<file path="src/rtl/uart_pkg.sv">
// Shared UART definitions: data width and the transmit-buffer sequencer states.
package uart_pkg;

  localparam int unsigned UART_DATA_W = 8;

  typedef enum logic [1:0] {
    StIdle  = 2'd0,
    StStart = 2'd1,
    StWait  = 2'd2,
    StGap   = 2'd3
  } tx_buf_state_e;

endpackage

</file>
<file path="src/rtl/sync_fifo.sv">
// Circular FIFO with wrap-bit pointers, registered status flags and a sticky overflow flag.
module sync_fifo
  import uart_pkg::*;
#(
  parameter int unsigned DEPTH = 16,
  parameter int unsigned WIDTH = UART_DATA_W
) (
  input  logic                   clk_i,
  input  logic                   rst_ni,
  input  logic                   wr_en_i,
  input  logic [WIDTH-1:0]       wr_data_i,
  input  logic                   rd_en_i,
  input  logic                   flush_i,
  output logic [WIDTH-1:0]       rd_data_o,
  output logic                   full_o,
  output logic                   empty_o,
  output logic [$clog2(DEPTH):0] level_o,
  output logic                   overflow_o
);

  localparam int unsigned AW = $clog2(DEPTH);
  localparam int unsigned PW = AW + 1;

  logic [WIDTH-1:0] mem_q [DEPTH];
  logic [PW-1:0]    wr_ptr_q, wr_ptr_d;
  logic [PW-1:0]    rd_ptr_q, rd_ptr_d;
  logic             overflow_q, overflow_d;
  logic             do_wr, do_rd;

  // Status comes straight from the pointer registers, so it reflects the previous edge only.
  assign full_o     = (wr_ptr_q[AW-1:0] == rd_ptr_q[AW-1:0]) && (wr_ptr_q[AW] != rd_ptr_q[AW]);
  assign empty_o    = (wr_ptr_q == rd_ptr_q);
  assign level_o    = wr_ptr_q - rd_ptr_q;
  assign overflow_o = overflow_q;
  assign rd_data_o  = mem_q[rd_ptr_q[AW-1:0]];

  always_comb begin
    do_wr      = wr_en_i && !full_o && !flush_i;
    do_rd      = rd_en_i && !empty_o && !flush_i;
    wr_ptr_d   = wr_ptr_q + PW'(do_wr);
    rd_ptr_d   = rd_ptr_q + PW'(do_rd);
    overflow_d = overflow_q;
    if (flush_i) begin
      rd_ptr_d   = wr_ptr_q;
      overflow_d = 1'b0;
    end else if (wr_en_i && full_o) begin
      overflow_d = 1'b1;
    end
  end

  always_ff @(posedge clk_i or negedge rst_ni) begin
    if (!rst_ni) begin
      wr_ptr_q   <= '0;
      rd_ptr_q   <= '0;
      overflow_q <= 1'b0;
    end else begin
      wr_ptr_q   <= wr_ptr_d;
      rd_ptr_q   <= rd_ptr_d;
      overflow_q <= overflow_d;
    end
  end

  always_ff @(posedge clk_i) begin
    if (do_wr) begin
      mem_q[wr_ptr_q[AW-1:0]] <= wr_data_i;
    end
  end

endmodule

</file>
<file path="src/rtl/uart_tx_buffer.sv">
// Transmit buffer: host write FIFO plus a sequencer that hands bytes to the UART core one at a time.
module uart_tx_buffer
  import uart_pkg::*;
#(
  parameter int unsigned DEPTH     = 16,
  parameter int unsigned AFULL_LVL = 12
) (
  input  logic                   clk,
  input  logic                   reset_n,
  input  logic                   wr_en,
  input  logic [UART_DATA_W-1:0] wr_data,
  input  logic                   flush,
  output logic                   full,
  output logic                   almost_full,
  output logic                   empty,
  output logic [$clog2(DEPTH):0] level,
  output logic                   overflow,
  output logic                   busy,
  output logic [UART_DATA_W-1:0] tx_data,
  output logic                   start_tx,
  input  logic                   tx_done
);

  localparam int unsigned LW = $clog2(DEPTH) + 1;
  localparam logic [LW-1:0] AfullLvl = LW'(AFULL_LVL);

  tx_buf_state_e          state_q, state_d;
  logic [UART_DATA_W-1:0] tx_data_q, tx_data_d;
  logic [UART_DATA_W-1:0] fifo_head;
  logic                   pop;

  sync_fifo #(
    .DEPTH (DEPTH),
    .WIDTH (UART_DATA_W)
  ) u_fifo (
    .clk_i      (clk),
    .rst_ni     (reset_n),
    .wr_en_i    (wr_en),
    .wr_data_i  (wr_data),
    .rd_en_i    (pop),
    .flush_i    (flush),
    .rd_data_o  (fifo_head),
    .full_o     (full),
    .empty_o    (empty),
    .level_o    (level),
    .overflow_o (overflow)
  );

  assign almost_full = (level >= AfullLvl);
  assign busy        = (state_q != StIdle);
  assign start_tx    = (state_q == StStart);
  assign tx_data     = tx_data_q;

  always_comb begin
    state_d   = state_q;
    tx_data_d = tx_data_q;
    pop       = 1'b0;
    unique case (state_q)
      StIdle: begin
        if (!empty && !flush) begin
          pop       = 1'b1;
          tx_data_d = fifo_head;
          state_d   = StStart;
        end
      end
      StStart: state_d = StWait;
      StWait: begin
        if (tx_done) begin
          state_d = StGap;
        end
      end
      // Spacer cycle so a new start_tx can never land on the core's tx_done.
      StGap:   state_d = StIdle;
      default: state_d = StIdle;
    endcase
  end

  always_ff @(posedge clk or negedge reset_n) begin
    if (!reset_n) begin
      state_q   <= StIdle;
      tx_data_q <= '0;
    end else begin
      state_q   <= state_d;
      tx_data_q <= tx_data_d;
    end
  end

endmodule

</file>
<file path="config.mk">
export PLATFORM = sky130hd
export DESIGN_NAME = uart_tx_buffer
export DESIGN_NICKNAME = d
export VERILOG_FILES = /design/src/rtl/uart_pkg.sv /design/src/rtl/sync_fifo.sv /design/src/rtl/uart_tx_buffer.sv
export SDC_FILE = /design/constraint.sdc
export NUM_CORES = 1
export LEC_CHECK = 0
export ABC_AREA = 1
export CELL_PAD_IN_SITES_DETAIL_PLACEMENT = 0
export CELL_PAD_IN_SITES_GLOBAL_PLACEMENT = 1
export CORE_MARGIN = 5
export CORE_UTILIZATION = 43
export CTS_CLUSTER_DIAMETER = 60
export DETAILED_ROUTE_END_ITERATION = 10
export PLACE_DENSITY_LB_ADDON = 0.15
export SLEW_MARGIN = 20
export SYNTH_ARGS = -nofsm -noshare
export SYNTH_HDL_FRONTEND = slang
export SYNTH_HIERARCHICAL = 1
export SYNTH_SLANG_ARGS = --single-unit
</file>
<file path="constraint.sdc">
create_clock -name clk -period 2.26 [get_ports clk]
set_input_delay 0.226 -clock clk [delete_from_list [all_inputs] [get_ports clk]]
set_output_delay 0.226 -clock clk [all_outputs]
set_load 0.01 [all_outputs]
</file>
==> results of run 1 <==
[through the flow]
stage	hold WS [ns]	cell area (µm²)	power, µW	setup WS (ns)	setup TNS, ns
2_1_floorplan	-0.06959	6940	6131	-0.1027	-0.2500
3_3_place_gp	0.4665	7601	7839	-0.003220	-0.003220
3_5_place_dp	0.4670	7601	7889	-0.01537	-0.01537
4_1_cts	0.1566	8250	10760	-0.09475	-0.4159
5_1_grt	0.1921	8452	11610	-0.04969	-0.7059
6_report	0.1579	8452	10880	0.04251	0
[repair_timing]
action                                  in CTS  in global routing
pin swaps                                    2                 12
gates cloned                                 0                  1
gates resized for setup                     31                 33
endpoints found under the setup margin       7                 66
buffers inserted                             1                  9
[worst min-delay path by stage]
stage	to	slack, ns	depth (start not counted)
after floorplan	state_q[0]	-0.07	0
after global placement	u_fifo/overflow_o	0.47	2
after detailed placement	u_fifo/overflow_o	0.47	2
after CTS	tx_data[0]	0.16	2
after global routing	tx_data[6]	0.19	2
final	u_fifo/wr_ptr_q[0]	0.16	2
[state kept, by name, summed over array words and instances, names as in the netlist]
signal,flops
state_q,2
tx_data,8
u_fifo/mem_q,128
u_fifo/overflow_o,1
u_fifo/rd_ptr_q,5
u_fifo/wr_ptr_q,5
[cells by family (layout without fill, tap and decap cells)]
logic type               count (synthesis)  in the layout  synth area share, %
AO/OA/AOI/OAI                           15             15                1.166
XOR/XNOR                                 8              8                1.129
adder cells (fa/ha/maj)                 13             13                2.477
flip-flops                             149            149                63.59
AND/OR/NAND/NOR                        368            369                22.02
buffers and inverters                  165            244                9.616
[cell type report]
cell class                 count  area (µm²)
clock buffer                  19       432.9
clock inverter                13       180.2
fill                        1435        7318
inverter                     143       544.3
multi-input combinational    405        2059
sequential                   149        4372
tap                          216       270.3
timing repair buffer          69       593.1
[worst max-delay path: stages (launching register included)]
cell and delay [ns]:
dfrtp_2 0.41, ha_2 0.19, fa_2 0.36, o21ai_2 0.15, xor2_1 0.22, a21o_1 0.11, buf_2 0.12
[power breakdown]
group / total [µW] / switching, µW / internal (µW) / leakage [µW]
sequential: 3450 / 156 / 3300 / 0.00141
clock: 2920 / 1070 / 1840 / 0.000295
combinational: 4510 / 2810 / 1700 / 0.00207
[per-layer routing]
| metal | wire, µm | vias to the layer above | share of wire (%) |
|---|---|---|---|
| met3 | 533 | 15 | 3.3 |
| met1 | 7657 | 2237 | 47 |
| met2 | 7706 | 77 | 48 |
| met5 | 0 | - | 0 |
| met4 | 225 | 0 | 1.4 |
| li1 | - | 2390 | - |
[Yosys cell counts]
cell | number | area, µm²
nand3_1 | 85 | 425.4
a21o_1 | 1 | 7.510
nand4_1 | 1 | 6.260
nand2_1 | 251 | 942.2
buf_4 | 1 | 7.510
a21oi_1 | 4 | 20.02
buf_8 | 1 | 15.01
inv_6 | 1 | 8.760
o21ai_0 | 8 | 40.04
nand2_4 | 2 | 22.52
o21a_1 | 1 | 7.510
nor2_2 | 2 | 12.51
o21ai_1 | 1 | 5.000
nor2_1 | 26 | 97.59
buf_2 | 17 | 85.08
inv_1 | 136 | 510.5
fa_1 | 1 | 20.02
edfxtp_1 | 128 | 3844
or2_1 | 1 | 6.260
clkbuf_1 | 3 | 11.26
dfrtp_1 | 21 | 525.5
xnor2_2 | 1 | 16.27
xor2_1 | 5 | 43.79
xnor2_1 | 2 | 17.52
clkinv_1 | 2 | 7.510
inv_2 | 4 | 15.01
ha_1 | 12 | 150.1
==> flow_summary.yaml, run 1 <==
detailed_routing:
  wl_per_cell_um: 15.90
  drtIter0Drc: 335
  drc: 0
  drtPass1Iterations: 5
  drt-total-wl_mm: 16.12
  ant_nets: 0
  via_count: 4719
  post_drt_via_cell_ratio: 4.654
global_routing:
  grt_pass1_vias: 4556
  overflow: 0
  grt_antenna_before_repair: 0
  grt_use_met1_pct: 26.60
  track_usage_pct: 18.71
  grtUsageMet3_pct: 3.479
  grt_use_met2_pct: 28.98
  grt_pass1_wl_mm: 25.63
  top_usage_layer: "met2"
  grt_max_degree: 67
finish:
  layoutNonFillerInstCount: 1014
  n_antenna_cell: 0
  layout_commonest_cell: "nand2_1"
  layout_common_cells: "nand2_1, inv_1, edfxtp_1"
  syn_to_final_growth_pct: 23.02
  utilization_pct: 53.59
  drive_gt1_share_pct: 15.16
  fin_nets: 811
setup_path:
  r2r_cells: 9
  crit_end: "almost_full"
  worstSetupEndpointType: "output pin"
  r2r_end: "u_fifo/mem_q[10][0]"
  crit_fanout: 2
  reg2reg_slack_ns: 0.06
  startpoint: "u_fifo/rd_ptr_q[0]"
  start_kind: "register"
  cp.required_ns: 2.03
  worst-setup-path-type: "reg -> out"
  reg2reg_from: "u_fifo/wr_ptr_q[0]"
  arrival_ns: 1.99
clock_tree:
  clock_latency_ns: 0.42
  cts_made_buffers: 17
  clkTransAtPathRegs_ns: 0.06
  hold_buffers: 0
  cts_root_buf: "clkbuf_16"
  clk_path_buf_depth: 2
  cts_tree: "yes"
  cts_num_sinks: 149
  h-tree-depth: 4
sta:
  fmax_mhz: 451.0
  clock_skew_ns: 0.01789
  slew_headroom_pct: 52.30
  tightest_slew_ns: 0.7133
  hold_viol_final: 0
  setup_violations: 0
  period_share_pct: 98.12
  drv_slew: 0
  rsz0062_at_grt: "true"
  period_needed_ns: 2.217
run:
  drv_cap: 0
power_and_ir_drop:
  p_per_area_nw_per_um2: 1287
  power.leakage_uw: 0.003768
  peakVddDrop_v: 0.0005874
placement:
  gp_congestion: 0.8115
  port_buffers: 31
  dp_cells: 971
  hpwl_mm: 10.40
yosys:
  syn_nets: 744
  ys_seq_elements: 149
  seq_area_frac_synth_pct: 63.59
  ys_warn_count: 6
  synth.cell_area_um2: 6870
  syn_avg_cell_area_um2: 9.569
  synthCells: 718
  synth_cell_types: 27
die:
  std_cell_rows: 46
  die_w_um: 136.4
  ioPinCount: 32
  die_area_um2: 18610
  initial_core_util_pct: 43.57
  core_area_um2: 15770
  die_y_um: 136.4
outcome:
  status: "complete, no violations"
min_path:
  hold_path.class: "in -> async"
Power figures use the tool's default switching activity.
==> run 2, diff against run 1 <==
--- a/config.mk
+++ b/config.mk
@@ -13,7 +13,6 @@
 export CTS_CLUSTER_DIAMETER = 60
 export DETAILED_ROUTE_END_ITERATION = 10
 export PLACE_DENSITY_LB_ADDON = 0.15
-export SLEW_MARGIN = 20
 export SYNTH_ARGS = -nofsm -noshare
 export SYNTH_HDL_FRONTEND = slang
 export SYNTH_HIERARCHICAL = 1
==> results of run 2 <==
Final layout, timing and power as in run 1 (identical DEF).
